===== src/rtl/pc_unit_if.sv =====
// Fetch-stage program-counter bus.
// Groups every non-clock, non-reset signal of pc_unit.
//   master : hazard unit / pipeline side. Drives the flush, stall and predecode controls
//            and receives the PC, EPC and status.
//   slave  : pc_unit. Receives the controls and drives the outputs.
// Parameters XLEN and RAS_DEPTH must match the pc_unit instance attached to this bus.
interface pc_unit_if #(
  parameter int unsigned XLEN      = 64,
  parameter int unsigned RAS_DEPTH = 8
);
  localparam int unsigned CntW = $clog2(RAS_DEPTH) + 1;

  logic            pc_write;
  logic            redirect_valid;
  logic [XLEN-1:0] redirect_target;
  logic            trap_valid;
  logic [XLEN-1:0] trap_pc;
  logic            mret_valid;
  logic            is_call;
  logic            is_ret;
  logic [XLEN-1:0] pc_out;
  logic [XLEN-1:0] pc_plus4;
  logic [XLEN-1:0] epc_out;
  logic            misaligned;
  logic            ras_hit;
  logic [CntW-1:0] ras_count;

  modport master (
    output pc_write, redirect_valid, redirect_target, trap_valid, trap_pc, mret_valid,
           is_call, is_ret,
    input  pc_out, pc_plus4, epc_out, misaligned, ras_hit, ras_count
  );

  modport slave (
    input  pc_write, redirect_valid, redirect_target, trap_valid, trap_pc, mret_valid,
           is_call, is_ret,
    output pc_out, pc_plus4, epc_out, misaligned, ras_hit, ras_count
  );
endinterface


===== src/rtl/pc_unit.sv =====
// Program-counter unit for the fetch stage.
// Selects the next PC with the following priority, highest first:
//   1. trap
//   2. mret
//   3. redirect
//   4. stall
//   5. RAS-predicted return
//   6. pc + 4
// The unit also holds the exception PC.
// Optional return-address stack: build with the macro PC_RAS_EN defined. Without it, is_call and
// is_ret are ignored, and ras_hit and ras_count read 0.
// Ports:
//   clk   : rising-edge clock.
//   reset : asynchronous, active-high.
//   bus   : pc_unit_if.slave.
//     Inputs  : pc_write, redirect_valid/target, trap_valid, trap_pc, mret_valid,
//               is_call, is_ret.
//     Outputs : pc_out, pc_plus4 (combinational), epc_out, misaligned, ras_hit, ras_count.
module pc_unit #(
  parameter int unsigned     XLEN         = 64,
  parameter logic [XLEN-1:0] RESET_VECTOR = '0,
  parameter logic [XLEN-1:0] TRAP_VECTOR  = 'h100,
  parameter int unsigned     RAS_DEPTH    = 8
) (
  input logic      clk,
  input logic      reset,
  pc_unit_if.slave bus
);
  localparam int unsigned CntW = $clog2(RAS_DEPTH) + 1;
  localparam int unsigned PtrW = $clog2(RAS_DEPTH);

  logic [XLEN-1:0] pc_q, pc_d;
  logic [XLEN-1:0] epc_q, epc_d;
  logic            misaligned_q, misaligned_d;
  logic            ras_hit_q, ras_hit_d;
  logic [XLEN-1:0] pc_plus4;
  logic            seq_adv;    // pc_write path taken: the only cycle the RAS may move
  logic            ras_clear;
  logic            ras_pred_valid;
  logic [XLEN-1:0] ras_pred;

  assign pc_plus4 = pc_q + XLEN'(4);

  always_comb begin
    pc_d         = pc_q;
    epc_d        = epc_q;
    misaligned_d = 1'b0;
    ras_hit_d    = 1'b0;
    seq_adv      = 1'b0;
    ras_clear    = 1'b0;
    if (bus.trap_valid) begin
      pc_d      = TRAP_VECTOR;
      epc_d     = bus.trap_pc;
      ras_clear = 1'b1;
    end else if (bus.mret_valid) begin
      pc_d = epc_q;
    end else if (bus.redirect_valid) begin
      if (bus.redirect_target[1:0] == 2'b00) begin
        pc_d = bus.redirect_target;
      end else begin
        misaligned_d = 1'b1;
      end
    end else if (bus.pc_write) begin
      seq_adv = 1'b1;
      if (ras_pred_valid) begin
        pc_d      = ras_pred;
        ras_hit_d = 1'b1;
      end else begin
        pc_d = pc_plus4;
      end
    end
  end

  always_ff @(posedge clk or posedge reset) begin
    if (reset) begin
      pc_q         <= RESET_VECTOR;
      epc_q        <= '0;
      misaligned_q <= 1'b0;
      ras_hit_q    <= 1'b0;
    end else begin
      pc_q         <= pc_d;
      epc_q        <= epc_d;
      misaligned_q <= misaligned_d;
      ras_hit_q    <= ras_hit_d;
    end
  end

`ifdef PC_RAS_EN
  // Circular stack. top_q indexes the newest entry, and cnt_q counts the valid entries.
  // When the stack is full, the pointer wraps and overwrites the oldest entry.
  logic [XLEN-1:0] ras_q [RAS_DEPTH];
  logic [PtrW-1:0] top_q, top_d;
  logic [CntW-1:0] cnt_q, cnt_d;
  logic            ras_we;
  logic [PtrW-1:0] ras_widx;
  logic            ras_nonempty;

  assign ras_nonempty   = (cnt_q != '0);
  assign ras_pred_valid = bus.is_ret && ras_nonempty;
  assign ras_pred       = ras_q[top_q];

  always_comb begin
    top_d    = top_q;
    cnt_d    = cnt_q;
    ras_we   = 1'b0;
    ras_widx = top_q;
    if (ras_clear) begin
      cnt_d = '0;
    end else if (seq_adv) begin
      if (bus.is_call && bus.is_ret && ras_nonempty) begin
        // Predict from the old top, then replace it in place.
        ras_we = 1'b1;
      end else if (bus.is_call) begin
        top_d    = top_q + PtrW'(1);
        ras_widx = top_q + PtrW'(1);
        ras_we   = 1'b1;
        if (cnt_q != CntW'(RAS_DEPTH)) begin
          cnt_d = cnt_q + CntW'(1);
        end
      end else if (bus.is_ret && ras_nonempty) begin
        top_d = top_q - PtrW'(1);
        cnt_d = cnt_q - CntW'(1);
      end
    end
  end

  always_ff @(posedge clk or posedge reset) begin
    if (reset) begin
      top_q <= '0;
      cnt_q <= '0;
    end else begin
      top_q <= top_d;
      cnt_q <= cnt_d;
    end
  end

  always_ff @(posedge clk) begin
    if (ras_we) begin
      ras_q[ras_widx] <= pc_plus4;
    end
  end

  assign bus.ras_count = cnt_q;
`else
  logic unused_ras;
  assign unused_ras     = ^{bus.is_call, bus.is_ret, seq_adv, ras_clear};
  assign ras_pred_valid = 1'b0;
  assign ras_pred       = '0;
  assign bus.ras_count  = '0;
`endif

  assign bus.pc_out     = pc_q;
  assign bus.pc_plus4   = pc_plus4;
  assign bus.epc_out    = epc_q;
  assign bus.misaligned = misaligned_q;
  assign bus.ras_hit    = ras_hit_q;
endmodule


===== src/flat_wrapper.sv =====
// flat-port wrapper written by rule: the top's interface ports become plain ports
module pc_unit_flat 
#(
  parameter int unsigned     XLEN         = 64,
  parameter logic [XLEN-1:0] RESET_VECTOR = '0,
  parameter logic [XLEN-1:0] TRAP_VECTOR  = 'h100,
  parameter int unsigned     RAS_DEPTH    = 8
)
  (clk, reset, bus_pc_write, bus_redirect_valid, bus_redirect_target, bus_trap_valid, bus_trap_pc, bus_mret_valid, bus_is_call, bus_is_ret, bus_pc_out, bus_pc_plus4, bus_epc_out, bus_misaligned, bus_ras_hit, bus_ras_count);
  pc_unit_if #(.XLEN(XLEN), .RAS_DEPTH(RAS_DEPTH)) bus_i ();
  input logic clk;
  input logic reset;
  input wire logic [$bits(bus_i.pc_write)-1:0] bus_pc_write;
  input wire logic [$bits(bus_i.redirect_valid)-1:0] bus_redirect_valid;
  input wire logic [$bits(bus_i.redirect_target)-1:0] bus_redirect_target;
  input wire logic [$bits(bus_i.trap_valid)-1:0] bus_trap_valid;
  input wire logic [$bits(bus_i.trap_pc)-1:0] bus_trap_pc;
  input wire logic [$bits(bus_i.mret_valid)-1:0] bus_mret_valid;
  input wire logic [$bits(bus_i.is_call)-1:0] bus_is_call;
  input wire logic [$bits(bus_i.is_ret)-1:0] bus_is_ret;
  output wire logic [$bits(bus_i.pc_out)-1:0] bus_pc_out;
  output wire logic [$bits(bus_i.pc_plus4)-1:0] bus_pc_plus4;
  output wire logic [$bits(bus_i.epc_out)-1:0] bus_epc_out;
  output wire logic [$bits(bus_i.misaligned)-1:0] bus_misaligned;
  output wire logic [$bits(bus_i.ras_hit)-1:0] bus_ras_hit;
  output wire logic [$bits(bus_i.ras_count)-1:0] bus_ras_count;
  assign bus_i.pc_write = bus_pc_write;
  assign bus_i.redirect_valid = bus_redirect_valid;
  assign bus_i.redirect_target = bus_redirect_target;
  assign bus_i.trap_valid = bus_trap_valid;
  assign bus_i.trap_pc = bus_trap_pc;
  assign bus_i.mret_valid = bus_mret_valid;
  assign bus_i.is_call = bus_is_call;
  assign bus_i.is_ret = bus_is_ret;
  assign bus_pc_out = bus_i.pc_out;
  assign bus_pc_plus4 = bus_i.pc_plus4;
  assign bus_epc_out = bus_i.epc_out;
  assign bus_misaligned = bus_i.misaligned;
  assign bus_ras_hit = bus_i.ras_hit;
  assign bus_ras_count = bus_i.ras_count;
  pc_unit #(.XLEN(XLEN), .RESET_VECTOR(RESET_VECTOR), .TRAP_VECTOR(TRAP_VECTOR), .RAS_DEPTH(RAS_DEPTH)) u_core (.clk(clk), .reset(reset), .bus(bus_i));
endmodule

===== config.mk =====
export PLATFORM = sky130hd
export DESIGN_NAME = pc_unit_flat
export DESIGN_NICKNAME = d
export VERILOG_FILES = /design/src/rtl/pc_unit_if.sv /design/src/rtl/pc_unit.sv /design/src/flat_wrapper.sv
export SDC_FILE = /design/constraint.sdc
export NUM_CORES = 1
export LEC_CHECK = 0
export ABC_AREA = 1
export BUFFER_PORTS_ARGS = -buffer_cell sky130_fd_sc_hd__buf_4
export CAP_MARGIN = 20
export CORE_MARGIN = 8
export CORE_UTILIZATION = 53
export DETAILED_ROUTE_END_ITERATION = 7
export PLACE_DENSITY = 0.87
export SKIP_LAST_GASP = 1
export SLEW_MARGIN = 10
export SYNTH_ARGS = -nofsm -noshare
export SYNTH_HDL_FRONTEND = slang
export SYNTH_SLANG_ARGS = --single-unit

===== constraint.sdc =====
create_clock -name clk -period 12.9 [get_ports clk]
set_input_delay 2.58 -clock clk [delete_from_list [all_inputs] [get_ports clk]]
set_output_delay 2.58 -clock clk [all_outputs]
set_load 0.02 [all_outputs]

======== Yosys cells after proc, flatten, opt, wreduce, memory -nomap -nowiden ========
Cells that the tools add are included.
word-level totals
  bits of input ports ..................... 136
  output and inout bits ................... 198
  register bits after elaboration ......... 129
cells by class
  add/subtract/negate cells ............... 1
  multiplexer cells ....................... 9
  reduce and logical (&&, ||, !) cells .... 3
  eq/ne operators ......................... 1
operator list
  kind                   number
  $mux 64                5
  $add 64x3->64 const B  1
  $mux 1                 4
  $ne 4x1->1 const B     1
  $reduce_bool 4->1      1
  $logic_not 2->1        1
  $reduce_and 2->1       1

======== Depth between registers and ports, before layout ========
Gate-level depths: netlist of the first run.
  depth in word-level cells ............... 5
  mapped depth ............................ 13
  gate-level depth less buffers ........... 13

======== Worst setup path before layout of the first run ========
OpenSTA, ideal clock, no wires.
  path kind ............................... reg2out
  from .................................... register u_core.pc_q[3] (netlist: u_core.bus.pc_out[3])
  to ...................................... output port bus_pc_plus4[24]
  arrival time ............................ 1740 ps
  stages on the path, launching flop included .. 8
  slack ................................... 8580 ps
  buffers on the path ..................... 0
  cell sequence ........................... dfrtp_1 > ha_1 > nand2_2 > nor2_2 > nand2_1 > nor2_4 > nand2_1 > xor2_1
on the way
  word-level cells in the longest chain between the ends .. 1
RTL lines
  element                 line                text
  from (decl)             pc_unit.sv:32       logic [XLEN-1:0] pc_q, pc_d;
  from (signal assigned)  pc_unit.sv:81       pc_q <= pc_d;
  $add 64x3->64           pc_unit.sv:42       assign pc_plus4 = pc_q + XLEN'(4);
  to (decl)               flat_wrapper.sv:22  output wire logic [$bits(bus_i.pc_plus4)-1:0] bus_pc_plus4;
Every way passes these cells.

======== Worst setup path in the final report of the first run ========
  from .................................... register u_core.pc_q[28] (netlist: u_core.bus.pc_out[28])
  to ...................................... output port bus_pc_plus4[39]
Same word-level chain as after synthesis.

==> impl_metrics.json, run 1 <==
{
  "vias": 9721,
  "first_pass_iters": 6,
  "post-place-cells": 1731,
  "hold_path_class": "register to register",
  "ys_types": 40,
  "via_per_inst": 5.520,
  "ys_ff_latch": 129,
  "clk_latency_ps": 430,
  "drc_errors": 0,
  "reg2reg_to": "u_core.bus.pc_out[26]",
  "clock_sinks": 129,
  "path_buf_inv": 1,
  "fillers": 1258,
  "fin_util": 0.7455,
  "start_util": 0.5436,
  "cts_buffer_depth": 2,
  "rsz0062_at_grt": "no",
  "cts_tree": "done",
  "synth_area_leader_cell": "dfrtp_1",
  "nets": 1699,
  "hold_viol": 0,
  "final_cell_mix": "nand2_1, buf_4, inv_1",
  "postCtsHoldBufs": 0,
  "netlist_top_cells_area": "dfrtp_1, nand2_1, inv_1, o21ai_0, nor2_1",
  "diodes": 0,
  "grt_max_degree": 70,
  "criticalPathCategory": "register to primary output",
  "skew_ps": 9.416,
  "grt.total_usage": 0.3524,
  "final_common_cell": "nand2_1",
  "rows": 45,
  "ctsHtreeMaxLevel": 4,
  "cp.required_ps": 10320,
  "drv_slew": 0,
  "ant_nets": 0,
  "multi_input_area_um2": 4250,
  "cp_top_family": "simple AND/OR/NAND/NOR gates",
  "synthArstFlopShare": 1.000,
  "crit_chain": "nand2_1 > nor2_1 > nand2_1 > nor2_2 > nand2_2 > o21ai_0 > and2_1 > buf_4",
  "die_h_um": 140.9,
  "rrSetupSlack_ps": 10560,
  "timing.fmax_ghz": 0.1961,
  "yosysWarnings": 0,
  "fin_crit_ps": 5099,
  "critPathMaxStageDelay_ps": 470,
  "final_cells": 1761,
  "ctsResizeCount": 0,
  "core_area_um2": 15200,
  "chipWidth_um": 140.9,
  "antenna_found_initial": 0,
  "worst_slack_ps": 7801,
  "end_kind": "primary output",
  "relSlewSlack": 0.3557,
  "tns_ps": 0,
  "grt_overflow_total": 0,
  "cts_inserted_buffers": 17,
  "die_area_um2": 19840,
  "final.period_utilization": 0.3953,
  "clk_pin_slew_ps": 60,
  "power_leakage_uw": 0.005847,
  "hold_depth": 2,
  "r2r_cells": 10,
  "syn_to_final_growth_pct": 37.14,
  "netlist.area_leader.share": 0.3906,
  "drt_iter0_markers": 930,
  "cts_root_buffer": "clkbuf_16",
  "hp-start": "u_core.bus.epc_out[53]",
  "gp_congestion": 1.014,
  "setup_viol": 0,
  "crit_arrival_ps": 2520,
  "tightest_slew_ps": 965.5,
  "synth_seq_area_share": 0.3906,
  "p_per_area_nw_per_um2": 113.0,
  "ir_drop_v": 0.0001028,
  "status": "finished, final reports clean",
  "grt_pass1_wl_um": 53790,
  "crit_path_start_kind": "register",
  "hold_end": "u_core.bus.epc_out[53]",
  "seq_area_um2": 3228,
  "cp_max_fo": 5,
  "totalWireLength_um": 35120,
  "cts_setup_buffers": 0,
  "synth-main-ff-cell": "dfrtp_1",
  "drive_gt1_frac": 0.2638,
  "syn_inst": 1257,
  "portBuffers": 326,
  "grt_pass1_vias": 9550,
  "critical_path.most_common_cell": "nand2_1",
  "routedWlPerCell_um": 19.94,
  "crit_slowest_cell": "dfrtp_1",
  "synth_area_um2": 8264,
  "syn_avg_cell_area_um2": 6.575,
  "r2r-start": "u_core.bus.pc_out[3]",
  "io_pins": 334,
  "hpwl_um": 27060,
  "synth_edf_count": 0,
  "place_ws_ps": 8114,
  "maxCapViolCount": 0
}
## per-layer routing
layer / vias up / global-route usage / wire [um]
met5: - / 0 / 0
met4: 0 / 0.1561 / 1460
met2: 602 / 0.5727 / 16430
met1: 4509 / 0.4240 / 13160
li1: 4512 / - / -
met3: 98 / 0.1077 / 4067
## final cells by class
| type | count | share of cell area |
|---|---|---|
| clock inverters | 9 | 0.007618 |
| flip-flops and latches | 129 | 0.2848 |
| multi-input cells | 929 | 0.3750 |
| inverters | 152 | 0.05056 |
| clock buffers | 21 | 0.04063 |
| well taps | 188 | 0.02076 |
| repair buffers | 333 | 0.2206 |
## Yosys cell counts (2+ instances only)
cell type / instances
dfrtp_1: 129
nand4_1: 14
o211ai_1: 6
nor2_4: 5
inv_1: 149
buf_2: 10
nor3_1: 11
o21ai_1: 19
nand3_1: 48
nand2_1: 492
o21ai_0: 103
xnor2_2: 2
buf_4: 9
a21oi_1: 4
nand3_2: 3
and2_1: 10
inv_2: 3
xnor2_1: 2
nor2_2: 22
xor2_1: 22
buf_1: 5
and3_1: 2
o22ai_1: 18
nor2_1: 115
a221oi_1: 2
o21bai_1: 2
nand2_2: 11
clkbuf_1: 27
## worst min-delay path: stages, from the launching register on
cell and delay, ps:
dfrtp_1 370, nand2_1 60, nand2_1 50
## kinds of logic after synthesis
logic type	synth area share
AO/OA/AOI/OAI	0.1045
XOR/XNOR	0.03134
adder cells (fa/ha/maj)	0.001514
buffers and inverters	0.09781
flip-flops	0.3906
other	0.0004538
AND/OR/NAND/NOR	0.3738
## report_power, final
group	internal, uW	switching [uW]	total [uW]
registers	440	43.0	483
logic	130	207	337
clock network	273	188	460
total	843	438	1280
## sequential cells by signal, indices dropped and copies added, names as in the netlist
register	count
u_core.bus.pc_out	64
u_core.bus.epc_out	64
u_core.bus.misaligned	1
## metrics by stage
step                      hold WS [ps]  instance area [um2]  total power [uW]
after floorplan                  602.4                 8279             651.4
after global placement           477.2                10790             816.0
after detailed placement         486.8                10790             822.2
after CTS                        504.9                11330              1278
after global routing             542.9                11330              1324
final                            504.2                11330              1281
## worst max-delay path by stage
stage / startpoint / endpoint / slack (ps) / depth (start not counted)
after floorplan: reset / u_core.bus.epc_out[0] / 6880 / 1
after global placement: bus_trap_valid / u_core.bus.pc_out[50] / 8180 / 10
after detailed placement: bus_trap_valid / u_core.bus.pc_out[51] / 8110 / 10
after CTS: u_core.bus.pc_out[2] / bus_pc_plus4[36] / 7840 / 8
after global routing: u_core.bus.pc_out[3] / bus_pc_plus4[26] / 7680 / 9
final: u_core.bus.pc_out[28] / bus_pc_plus4[39] / 7800 / 8
No activity file was read; power rests on OpenSTA's default activity.
==> run 2, diff against run 1 <==
Settings changed: ABC_AREA 1 to 0, CORE_UTILIZATION 53 to 49, PLACE_DENSITY 0.87 to 0.82.
Clock period 12.9 ns to 5 ns, I/O delays scaled along.
==> impl_metrics.json, run 2 <==
{
  "status": "finished, final reports clean",
  "drv_slew": 0,
  "hold_viol": 0,
  "cts_buffer_depth": 2,
  "top_layer": "met4",
  "synth_area_um2": 7727,
  "relSlewSlack": 0.3316,
  "dr_wl_met3_um": 2795,
  "first_pass_iters": 6,
  "synth_area_leader_cell": "dfrtp_1",
  "grt_overflow_total": 0,
  "grt_max_degree": 100,
  "total_power_uw": 3596,
  "ys_ff_latch": 129,
  "critPathMaxStageDelay_ps": 730,
  "io_pins": 334,
  "antenna_found_initial": 0,
  "yosysWarnings": 0,
  "m1WireLength_um": 11870,
  "clock_sinks": 129,
  "reg2reg_to": "u_core.bus.pc_out[37]",
  "multi_input_area_um2": 4164,
  "skew_ps": 8.694,
  "via_per_inst": 6.017,
  "synthArstFlopShare": 1.000,
  "cts_setup_buffers": 0,
  "die_h_um": 141.6,
  "power_leakage_uw": 0.005171,
  "timing.fmax_ghz": 0.2289,
  "maxCapViolCount": 0,
  "chipWidth_um": 141.6,
  "final.period_utilization": 0.8738,
  "rows": 46,
  "crit_path_end": "bus_pc_plus4[58]",
  "final_cells": 1330,
  "fillers": 1270,
  "rsz0062_at_grt": "no",
  "ant_nets": 0,
  "start_util": 0.4936,
  "hold_path_class": "register to register",
  "ctsResizeCount": 0,
  "core_area_um2": 15660,
  "drt_iter0_markers": 686,
  "tns_ps": 0,
  "crit_arrival_ps": 3370,
  "setup_viol": 0,
  "drc_errors": 0,
  "drive_gt1_frac": 0.4013,
  "nets": 1239,
  "totalWireLength_um": 30180,
  "routedWlPerCell_um": 22.69,
  "tightest_slew_ps": 1003,
  "r2r-start": "u_core.bus.pc_out[13]",
  "vias": 8002,
  "wl_met2_um": 14550,
  "synth_seq_area_share": 0.4177,
  "ys_types": 66,
  "seq_area_um2": 3228,
  "gp_congestion": 0.8899,
  "end_kind": "primary output",
  "fin_crit_ps": 4369,
  "syn_inst": 811,
  "startpoint": "u_core.bus.pc_out[2]",
  "hpwl_um": 21730,
  "criticalPathCategory": "register to primary output",
  "postCtsHoldBufs": 0,
  "grt_pass1_wl_um": 46320,
  "crit_path_start_kind": "register",
  "cts_root_buffer": "clkbuf_16",
  "clk_latency_ps": 420,
  "rrSetupSlack_ps": 1940,
  "yosys.cell_count.top_type": "dfrtp_1",
  "final_common_cell": "buf_4",
  "diodes": 0,
  "p_per_area_nw_per_um2": 329.2,
  "cp.required_ps": 4000,
  "cts_tree": "done",
  "final_cell_mix": "buf_4, dfrtp_1, o21ai_0",
  "post-place-cells": 1299,
  "crit_slowest_cell": "nor3_1",
  "netlist.area_leader.share": 0.4177,
  "die_area_um2": 20040,
  "cts_inserted_buffers": 17,
  "cp_max_fo": 7,
  "synth-main-ff-cell": "dfrtp_1",
  "r2r_cells": 6,
  "netlist_top_cells_area": "dfrtp_1, mux2_2, o21ai_0, xnor2_1, nand2_1",
  "synth_edf_count": 0,
  "portBuffers": 326,
  "crit_chain": "ha_1 > and4_1 > nand4_2 > nor3_1 > nand2_1 > nor2_1 > xnor2_1 > buf_4",
  "syn_avg_cell_area_um2": 9.528,
  "ctsHtreeMaxLevel": 4,
  "grt_pass1_vias": 8062,
  "grt.total_usage": 0.2978,
  "clk_pin_slew_ps": 60,
  "ir_drop_v": 0.0002340,
  "synthTopCellsByCount": "dfrtp_1, o21ai_0, nand2_1",
  "syn_to_final_growth_pct": 41.37
}
run 2: cell count changes after synthesis, sizes merged, moves of 27 or more:
cell	before	now
xnor2	4	39
inv	152	16
nand3	51	24
nor2	143	54
mux2	0	64
o21ai	123	76
nand2	503	69
run 2: worst min-delay path by stage:
stage / start / to / slack [ps] / cells after the start
6_report: u_core.bus.epc_out[18] / u_core.bus.epc_out[18] / 530 / 1
5_1_grt: u_core.bus.epc_out[5] / u_core.bus.epc_out[5] / 550 / 1
4_1_cts: u_core.bus.epc_out[5] / u_core.bus.epc_out[5] / 540 / 1
3_5_place_dp: u_core.bus.epc_out[5] / u_core.bus.epc_out[5] / 520 / 1
3_3_place_gp: u_core.bus.pc_out[3] / u_core.bus.pc_out[3] / 500 / 2
2_1_floorplan: u_core.bus.pc_out[3] / u_core.bus.pc_out[3] / 620 / 2
run 2: logic make-up after synthesis:
logic type	count (synthesis)	share of synthesized area
AND/OR/NAND/NOR	242	0.1697
AO/OA/AOI/OAI	227	0.1969
flip-flops	129	0.4177
buffers and inverters	84	0.04841
multiplexers	67	0.09715
XOR/XNOR	60	0.06801
adder cells (fa/ha/maj)	1	0.001619
other	1	0.0004853
run 2: worst max-delay path, delay by kind of cell (launching register included):
| kind | cells | cell delay [ps] |
|---|---|---|
| xor+xnor | 1 | 140 |
| fa+ha+maj | 1 | 240 |
| buf+inv | 1 | 160 |
| flops | 1 | 410 |
| simple gates | 5 | 1990 |
run 2: metrics by stage:
| step | setup WS [ps] | instance area (um2) | hold slack (ps) | util |
|---|---|---|---|---|
| after floorplan | 559.0 | 7742 | 618.6 | - |
| after global placement | 1125 | 10250 | 504.5 | 0.6547 |
| after detailed placement | 1117 | 10250 | 522.5 | 0.6547 |
| after CTS | 637.0 | 10920 | 536.4 | 0.6978 |
| after global routing | 497.9 | 10920 | 546.1 | 0.6978 |
| final | 631.1 | 10920 | 532.5 | 0.6978 |
run 2: where the power goes:
group / switching (uW) / internal (uW) / leakage [uW] / total [uW]
Combinational: 478 / 394 / 0.00324 / 872
Sequential: 134 / 1140 / 0.00161 / 1280
Clock: 496 / 951 / 0.000324 / 1450
Total: 1110 / 2490 / 0.00517 / 3600
run 2: metal layers:
layer,track usage,up-vias
met1,0.3579,3901
met5,0,-
met3,0.08367,74
met2,0.4919,447
met4,0.1266,0
li1,-,3580
run 2: area by class of cell:
| cell class | instances | area share |
|---|---|---|
| well taps | 216 | 0.02474 |
| flip-flops and latches | 129 | 0.2955 |
| repair buffers | 336 | 0.2309 |
| clock inverters | 12 | 0.02119 |
| inverters | 16 | 0.005956 |
| clock buffers | 19 | 0.04055 |
| multi-input cells | 602 | 0.3812 |
==> run 3, diff against run 2 <==
Settings changed: CORE_UTILIZATION 49 to 52, PLACE_DENSITY 0.82 to 0.86.
Clock period 5 ns to 5.5 ns, I/O delays scaled along.
==> impl_metrics.json, run 3 (synthesis results as in run 2) <==
{
  "rrSetupSlack_ps": 2380,
  "ant_nets": 0,
  "hp-start": "u_core.bus.epc_out[6]",
  "ctsHtreeMaxLevel": 4,
  "p_per_area_nw_per_um2": 291.8,
  "final_cells": 1297,
  "drt_iter0_markers": 815,
  "totalWireLength_um": 30550,
  "die_h_um": 137.9,
  "hpwl_um": 21860,
  "final_common_cell": "buf_4",
  "ctsResizeCount": 0,
  "maxCapViolCount": 0,
  "clk_latency_ps": 430,
  "timing.fmax_ghz": 0.2213,
  "hold_end": "u_core.bus.epc_out[6]",
  "syn_to_final_growth_pct": 39.85,
  "start_util": 0.5317,
  "end_kind": "primary output",
  "tns_ps": 0,
  "cts_inserted_buffers": 17,
  "portBuffers": 326,
  "tightest_slew_ps": 991.1,
  "timing.hold.ws_ps": 538.7,
  "power_leakage_uw": 0.005134,
  "grt_pass1_wl_um": 45660,
  "cts_setup_buffers": 0,
  "first_pass_iters": 6,
  "cp_max_fo": 7,
  "chipWidth_um": 137.9,
  "nets": 1237,
  "cts_root_buffer": "clkbuf_16",
  "setup_viol": 0,
  "crit_arrival_ps": 3420,
  "relSlewSlack": 0.3343,
  "grt.total_usage": 0.3114,
  "clk_pin_slew_ps": 60,
  "die_area_um2": 19020,
  "cts_buffer_depth": 2,
  "crit_path_start_kind": "register",
  "r2r_cells": 6,
  "routedWlPerCell_um": 23.55,
  "grt_overflow_total": 0,
  "core_area_um2": 14530,
  "fillers": 1078,
  "criticalPathCategory": "register to primary output",
  "cts_tree": "done",
  "r2r-start": "u_core.bus.pc_out[12]",
  "hold_depth": 1,
  "cp.required_ps": 4400,
  "io_pins": 334,
  "rows": 44,
  "postCtsHoldBufs": 0,
  "drive_gt1_frac": 0.4016,
  "hold_viol": 0,
  "final_cell_mix": "buf_4, dfrtp_1, o21ai_0",
  "vias": 8087,
  "drc_errors": 0,
  "hold_path_class": "register to register",
  "grt_max_degree": 93,
  "rsz0062_at_grt": "no",
  "antenna_found_initial": 0,
  "reg2reg_to": "u_core.bus.pc_out[37]",
  "post-place-cells": 1265,
  "final.period_utilization": 0.8215,
  "diodes": 0,
  "clock_sinks": 129,
  "drv_slew": 0,
  "grt_pass1_vias": 7962,
  "gp_congestion": 0.8768,
  "via_per_inst": 6.235,
  "skew_ps": 11.75,
  "ir_drop_v": 0.0002536,
  "status": "finished, final reports clean",
  "fin_crit_ps": 4518
}
## run 3: cell count changes in the layout (fill, tap and decap cells not counted), moves of 2 or more
cell	delta
buf_4	-2
bufinv_16	-3
clkinv_2	+4
clkinv_4	-3
clkinvlp_4	+2
## run 3: worst max-delay path, cell delays in order, from the launching register on
cell and delay [ps]:
dfrtp_1 410, ha_1 250, and4_1 410, nand4_2 260, nor3_1 740, nand2_1 310
nor2_1 260, xnor2_1 170, buf_4 180
## run 3: through the flow
step / worst slack [ps] / util / area, um2 / power (uW)
2_1_floorplan: 959.0 / - / 7742 / 1567
3_5_place_dp: 1510 / 0.7014 / 10190 / 1968
3_3_place_gp: 1560 / 0.7014 / 10190 / 1950
6_report: 981.6 / 0.7435 / 10810 / 3153
5_1_grt: 815.6 / 0.7435 / 10810 / 3258
4_1_cts: 1031 / 0.7435 / 10810 / 3155
## run 3: metal layers
metal,wire length [um],GRT usage
met1,11180,0.3727
met2,15070,0.5230
met3,3433,0.09094
met4,870,0.1099
met5,0,0
## run 3: worst max-delay path by stage
stage	from	end	slack, ps	cells after the start
6_report	u_core.bus.pc_out[2]	bus_pc_plus4[58]	980	8
5_1_grt	u_core.bus.pc_out[2]	bus_pc_plus4[58]	820	8
4_1_cts	u_core.bus.pc_out[2]	bus_pc_plus4[58]	1030	8
3_5_place_dp	u_core.bus.pc_out[2]	bus_pc_plus4[58]	1510	8
3_3_place_gp	u_core.bus.pc_out[2]	bus_pc_plus4[58]	1560	8
2_1_floorplan	reset	u_core.bus.epc_out[0]	960	1
## run 3: layout make-up
class,instances,area (um2),area share
multi-input cells,602,4164,0.3853
flip-flops and latches,129,3228,0.2987
clock inverters,13,158.9,0.01470
clock buffers,19,452.9,0.04191
well taps,184,230.2,0.02130
inverters,16,65.06,0.006021
repair buffers,334,2507,0.2320
## run 3: power by group
part	switching [uW]	total [uW]	leakage (uW)	internal, uW
clock network	459	1200	0.000296	737
logic	438	795	0.00323	358
registers	123	1160	0.00161	1040
total	1020	3150	0.00513	2130
